===== config.mk =====
export PLATFORM = sky130hd
export DESIGN_NAME = euler_update_pipe
export DESIGN_NICKNAME = d
export VERILOG_FILES = /design/src/rtl/euler_update_pipe.sv
export SDC_FILE = /design/constraint.sdc
export NUM_CORES = 1
export LEC_CHECK = 0
export ABC_CLOCK_PERIOD_IN_PS = 4900
export BUFFER_PORTS_ARGS = -buffer_cell sky130_fd_sc_hd__buf_2
export CAP_MARGIN = 20
export CORE_MARGIN = 2
export CORE_UTILIZATION = 45
export DETAILED_ROUTE_END_ITERATION = 7
export PLACE_DENSITY = 0.69
export SLEW_MARGIN = 5
export SYNTH_ARGS = -nofsm -noshare
export SYNTH_HDL_FRONTEND = slang
export SYNTH_SLANG_ARGS = --single-unit

===== constraint.sdc =====
create_clock -name clk -period 4.9 [get_ports clk]
set_clock_uncertainty 0.05 [all_clocks]
set_input_delay 0 -clock clk [delete_from_list [all_inputs] [get_ports clk]]
set_output_delay 0 -clock clk [all_outputs]
set_load 0.1 [all_outputs]

===== src/rtl/euler_update_pipe.sv =====
// rtl/euler_update_pipe.sv - Euler-step writeback pipeline: add, fixed-point scale, write to state RAM
//
// Purpose:
//   For each of NUM_VARS state variables in a step, accepts an operand pair,
//   adds it, multiplies the sum by the latched step size h in signed fixed
//   point (FRAC_BITS fractional bits), and writes the result to
//   base_addr+1+index. The multiply is a DATA_SIZE-cycle shift-add unit, so
//   its latency does not depend on the operand values.
//
// Configuration macro:
//   EULER_SAT_EN - when defined, add and product overflow saturate to the
//                  most positive / most negative value instead of wrapping.
//
// Ports:
//   clk, rst            clock, synchronous active-high reset
//   start               arm a step (IDLE only); latches base_addr and h_step
//   base_addr, h_step   step base address and step size
//   in_valid, in_a,
//   in_b, in_ready      operand pair handshake
//   wr_en, wr_addr,
//   wr_data             state RAM write port
//   step_done           pulse with the last write of a step
//   busy                high outside IDLE
//   carry_out, negative flags of the last addition
//   overflow            sticky overflow for the current step
module euler_update_pipe #(
  parameter int ADD_SIZE  = 16,
  parameter int DATA_SIZE = 16,
  parameter int FRAC_BITS = 8,
  parameter int NUM_VARS  = 4
) (
  input  logic                 clk,
  input  logic                 rst,
  input  logic                 start,
  input  logic [ADD_SIZE-1:0]  base_addr,
  input  logic [DATA_SIZE-1:0] h_step,
  input  logic                 in_valid,
  input  logic [DATA_SIZE-1:0] in_a,
  input  logic [DATA_SIZE-1:0] in_b,
  output logic                 in_ready,
  output logic                 wr_en,
  output logic [ADD_SIZE-1:0]  wr_addr,
  output logic [DATA_SIZE-1:0] wr_data,
  output logic                 step_done,
  output logic                 busy,
  output logic                 carry_out,
  output logic                 negative,
  output logic                 overflow
);

  localparam int N     = DATA_SIZE;
  localparam int W     = 2 * DATA_SIZE;
  localparam int IDX_W = (NUM_VARS > 1) ? $clog2(NUM_VARS) : 1;
  localparam int CNT_W = (DATA_SIZE > 1) ? $clog2(DATA_SIZE) : 1;

  localparam logic [IDX_W-1:0] LAST_IDX = IDX_W'(NUM_VARS - 1);
  localparam logic [CNT_W-1:0] LAST_CNT = CNT_W'(DATA_SIZE - 1);
  localparam logic [N-1:0]     MAX_V    = {1'b0, {(N-1){1'b1}}};
  localparam logic [N-1:0]     MIN_V    = {1'b1, {(N-1){1'b0}}};

  localparam logic [2:0] S_IDLE  = 3'd0;
  localparam logic [2:0] S_READY = 3'd1;
  localparam logic [2:0] S_ADD   = 3'd2;
  localparam logic [2:0] S_MUL   = 3'd3;
  localparam logic [2:0] S_WRITE = 3'd4;

  logic [2:0]          state;
  logic [ADD_SIZE-1:0] base_q;
  logic [N-1:0]        h_q;
  logic [IDX_W-1:0]    idx;
  logic [N-1:0]        a_q, b_q;
  logic [W-1:0]        acc, mcand;
  logic [N-1:0]        mplier;
  logic                neg_q;
  logic [CNT_W-1:0]    cnt;

  logic [N:0]          sum_full;
  logic [N-1:0]        sum_w, sum_fin, mag_s, mag_h, result;
  logic                add_ovf, prod_fits;
  logic [W-1:0]        acc_nxt;
  logic signed [W-1:0] prod_s, shifted;
  logic [N:0]          top;

  assign in_ready = (state == S_READY);
  assign busy     = (state != S_IDLE);

  always_comb begin
    sum_full = {1'b0, a_q} + {1'b0, b_q};
    sum_w    = sum_full[N-1:0];
    add_ovf  = (a_q[N-1] == b_q[N-1]) && (sum_w[N-1] != a_q[N-1]);
`ifdef EULER_SAT_EN
    sum_fin  = add_ovf ? (a_q[N-1] ? MIN_V : MAX_V) : sum_w;
`else
    sum_fin  = sum_w;
`endif
    // Multiply magnitudes unsigned and restore the sign at the end; the
    // magnitude of the most negative value still fits in N unsigned bits.
    mag_s    = sum_fin[N-1] ? (~sum_fin + N'(1)) : sum_fin;
    mag_h    = h_q[N-1] ? (~h_q + N'(1)) : h_q;
    acc_nxt  = acc + (mplier[0] ? mcand : '0);
    prod_s   = neg_q ? -acc_nxt : acc_nxt;
    shifted  = prod_s >>> FRAC_BITS;
    // Representable in N signed bits iff the top N+1 bits are all equal.
    top       = shifted[W-1:N-1];
    prod_fits = (&top) | ~(|top);
`ifdef EULER_SAT_EN
    result   = prod_fits ? shifted[N-1:0] : (shifted[W-1] ? MIN_V : MAX_V);
`else
    result   = shifted[N-1:0];
`endif
  end

  always_ff @(posedge clk) begin
    if (rst) begin
      state     <= S_IDLE;
      base_q    <= '0;
      h_q       <= '0;
      idx       <= '0;
      a_q       <= '0;
      b_q       <= '0;
      acc       <= '0;
      mcand     <= '0;
      mplier    <= '0;
      neg_q     <= 1'b0;
      cnt       <= '0;
      wr_en     <= 1'b0;
      wr_addr   <= '0;
      wr_data   <= '0;
      step_done <= 1'b0;
      carry_out <= 1'b0;
      negative  <= 1'b0;
      overflow  <= 1'b0;
    end else begin
      wr_en     <= 1'b0;
      step_done <= 1'b0;
      case (state)
        S_IDLE: begin
          if (start) begin
            base_q   <= base_addr;
            h_q      <= h_step;
            idx      <= '0;
            overflow <= 1'b0;
            state    <= S_READY;
          end
        end
        S_READY: begin
          if (in_valid) begin
            a_q   <= in_a;
            b_q   <= in_b;
            state <= S_ADD;
          end
        end
        S_ADD: begin
          carry_out <= sum_full[N];
          negative  <= sum_w[N-1];
          if (add_ovf) overflow <= 1'b1;
          acc    <= '0;
          mcand  <= {{N{1'b0}}, mag_s};
          mplier <= mag_h;
          neg_q  <= sum_fin[N-1] ^ h_q[N-1];
          cnt    <= '0;
          state  <= S_MUL;
        end
        S_MUL: begin
          acc    <= acc_nxt;
          mcand  <= mcand << 1;
          mplier <= mplier >> 1;
          cnt    <= cnt + CNT_W'(1);
          if (cnt == LAST_CNT) begin
            wr_en     <= 1'b1;
            wr_addr   <= base_q + ADD_SIZE'(1) + ADD_SIZE'(idx);
            wr_data   <= result;
            step_done <= (idx == LAST_IDX);
            if (!prod_fits) overflow <= 1'b1;
            state     <= S_WRITE;
          end
        end
        S_WRITE: begin
          if (idx == LAST_IDX) begin
            state <= S_IDLE;
          end else begin
            idx   <= idx + IDX_W'(1);
            state <= S_READY;
          end
        end
        default: state <= S_IDLE;
      endcase
    end
  end

endmodule

==> results.yml <==
floorplan:
  fp.dieH_um: 162
  initial_utilization: 0.462
  rows: 57
  die-area_mm2: 0.0264
  io_pins: 107
  chipWidth_um: 162
  core_mm2: 0.0245
drt:
  first_pass_iters: 5
  num_vias: 10700
  routedWlPerCell_um: 14.7
  drt-initial-drc-count: 766
  viasPerCell: 5.49
  drc: 0
  antenna_left: 0
  wirelength_um: 28800
placed_design:
  placed_area_mm2: 0.0121
  hpwl_um: 19800
  gp_congestion: 0.867
  dp_slack_ps: 173
  port_buffers: 106
outcome:
  status: "complete, no violations"
setup_path:
  path_max_fanout: 10
  crit_chain: "and2_1 -> ha_1 -> a211oi_4 -> o211ai_2 -> a211o_1 -> or4_4 -> nor4b_4 -> nand4_4 -> nor4_4 -> nand2_1 -> o21ai_1 -> xor2_1 -> or3_1 -> o41ai_1 -> a21oi_1"
  cp-end-kind: "register"
  worstPathRequired_ps: 5130
  cp_slowest_stage_delay_ps: 580
  arrival_ps: 4880
  worst-setup-path-type: "register to register"
  startpoint_type: "register"
  r2r-start: "mplier[0]"
  crit_path_top_delay_cell: "or4_4"
  crit_start: "mplier[0]"
pwr:
  power_density_mw_per_mm2: 272
  vdd_drop_max_mv: 0.243
  p_leak_nw: 5.31
  total_power_mw: 3.66
yosys:
  async_reset_ff_frac: 0
  synth_cells: 1496
  netlist_area_mm2: 0.0113
  ys_types: 75
  yosys_warnings: 0
  seq_area_frac_synth: 0.338
  yosysMostFrequentCell: "nand2_1"
  ys.flop_type: "dfxtp_1"
  synth_edf_count: 0
  yosysTopAreaCellShare: 0.338
  ys_ff_latch: 191
  yosys-top-cells-count: "nand2_1, dfxtp_1, a21oi_1, nor2_1, clkbuf_1"
  synth_top_area_cell: "dfxtp_1"
  synth_area_per_cell_um2: 7.55
  syn_nets: 1620
  synthTopCellsByArea: "dfxtp_1, nand2_1, a21oi_1"
global_route:
  grt_usage: 0.216
  grt_antenna_before_repair: 0
  grt_overflow: 0
  grt_pass1_wl_um: 47500
  grt_pass1_vias: 9847
  grt_max_degree: 145
final_layout:
  fillers: 2297
  nNetsFinal: 1740
  drive_gt1_frac: 0.113
  final_cell_area_mm2: 0.0134
  syn_to_final_growth_pct: 18.9
  n_antenna_cell: 0
  final_core_util: 0.549
timing:
  fin_ws_ps: 246
  finalSetupTns_ps: 0
  max_freq_mhz: 215
  worstMarginPinSlew_ps: 1110
  slew_headroom: 0.263
  finalCritPeriodShare: 0.950
  maxSlewViolCount: 0
  setup_violations: 0
  hold_violations: 0
  fin_crit_ps: 4650
  rsz0062_at_grt: "false"
min_path:
  hold_start: "in_valid"
  min_path_type: "input port to register"
clock_network:
  cts_buffers: 17
  clk_pin_slew_ps: 80
  clk_latency_ps: 440
  h-tree-depth: 4
  clk_path_buf_depth: 2
  clock_sinks: 191
  cts_tree: "yes"
  cts_root_buffer: "clkbuf_16"
job:
  cap_violations: 0
## per-layer routing
layer,track usage,up-vias,wire [µm]
met3,0.0326,44,1280
met5,0,-,0
met4,0.0676,0,649
met2,0.346,264,13000
li1,-,5509,-
met1,0.300,4913,13800
## cells in the final DEF (no fill, tap or decap), drive strengths merged, types with 8 or more instances in the layout
cell and count:
a211oi 40, a21o 11, a21oi 185, a22oi 29, and2 44, and3 15, buf 127, clkbuf 18
dfxtp 191, dlygate4sd3 66, ha 53, inv 48, nand2 265, nand3 45, nand4 8, nor2 125
nor3 34, o211ai 18, o21a 9, o21ai 66, o31ai 8, or2 8, or3 14, xnor2 50
xor2 40
## registers in the layout (all words and copies together) (netlist names), 16 cells and up
| register | count |
|---|---|
| a_q | 16 |
| acc | 32 |
| b_q | 16 |
| base_q | 16 |
| h_q | 16 |
| mcand | 32 |
| mplier | 16 |
| wr_addr | 16 |
| wr_data | 16 |
## path summary, 6_finish.rpt
| path | end | slack [ps] | cells after the start |
|---|---|---|---|
| hold reg to reg | wr_data[8] | 400 | 2 |
| hold / removal | a_q[15] | 9 | 4 |
| setup reg to reg | overflow | 250 | 15 |
| setup / recovery | overflow | 250 | 15 |
## through the flow
stage | hold WS, ps | cells
finish | 9.41 | 1953
global route | 26.6 | 1953
CTS | 119 | 1949
detailed placement | 197 | 1851
global placement | 193 | 1850
floorplan | 86.0 | 1496
## report_power, final
part	switching, mW	internal (mW)
clock network	0.685	0.848
logic	0.278	0.193
registers	0.0563	1.60
total	1.02	2.64
## layout make-up
class	instances	area, µm²	share of cell area
Clock buffer	18	439	0.0327
Clock inverter	14	215	0.0160
Inverter	41	154	0.0115
Multi-Input combinational cell	1172	6990	0.521
Sequential cell	191	3830	0.285
Tap cell	324	405	0.0302
Timing Repair Buffer	193	1400	0.104
## critical path: cells and delay by family, from the launching register on
family / cells / cell delay (ps)
AO/OA/AOI/OAI: 6 / 1470
XOR/XNOR: 1 / 90
adder cells (fa/ha/maj): 1 / 270
flip-flops: 1 / 390
AND/OR/NAND/NOR: 7 / 2230
## cells by family (layout without fill, tap and decap cells)
kind of cell             after synthesis  in the layout  synth area share
AO/OA/AOI/OAI                        427            427             0.237
flip-flops                           191            191             0.338
AND/OR/NAND/NOR                      592            592             0.240
multiplexers                           7              7           0.00620
XOR/XNOR                              90             90            0.0698
buffers and inverters                133            266            0.0444
adder cells (fa/ha/maj)               56             56            0.0640
## repair_timing
item,in CTS,in global routing
hold endpoints to repair,65,0
buffers inserted,0,1
hold buffers,66,0
gates resized for setup,0,1
endpoints found under the setup margin,0,1
Note: power is estimated with default switching activity, not from simulation.
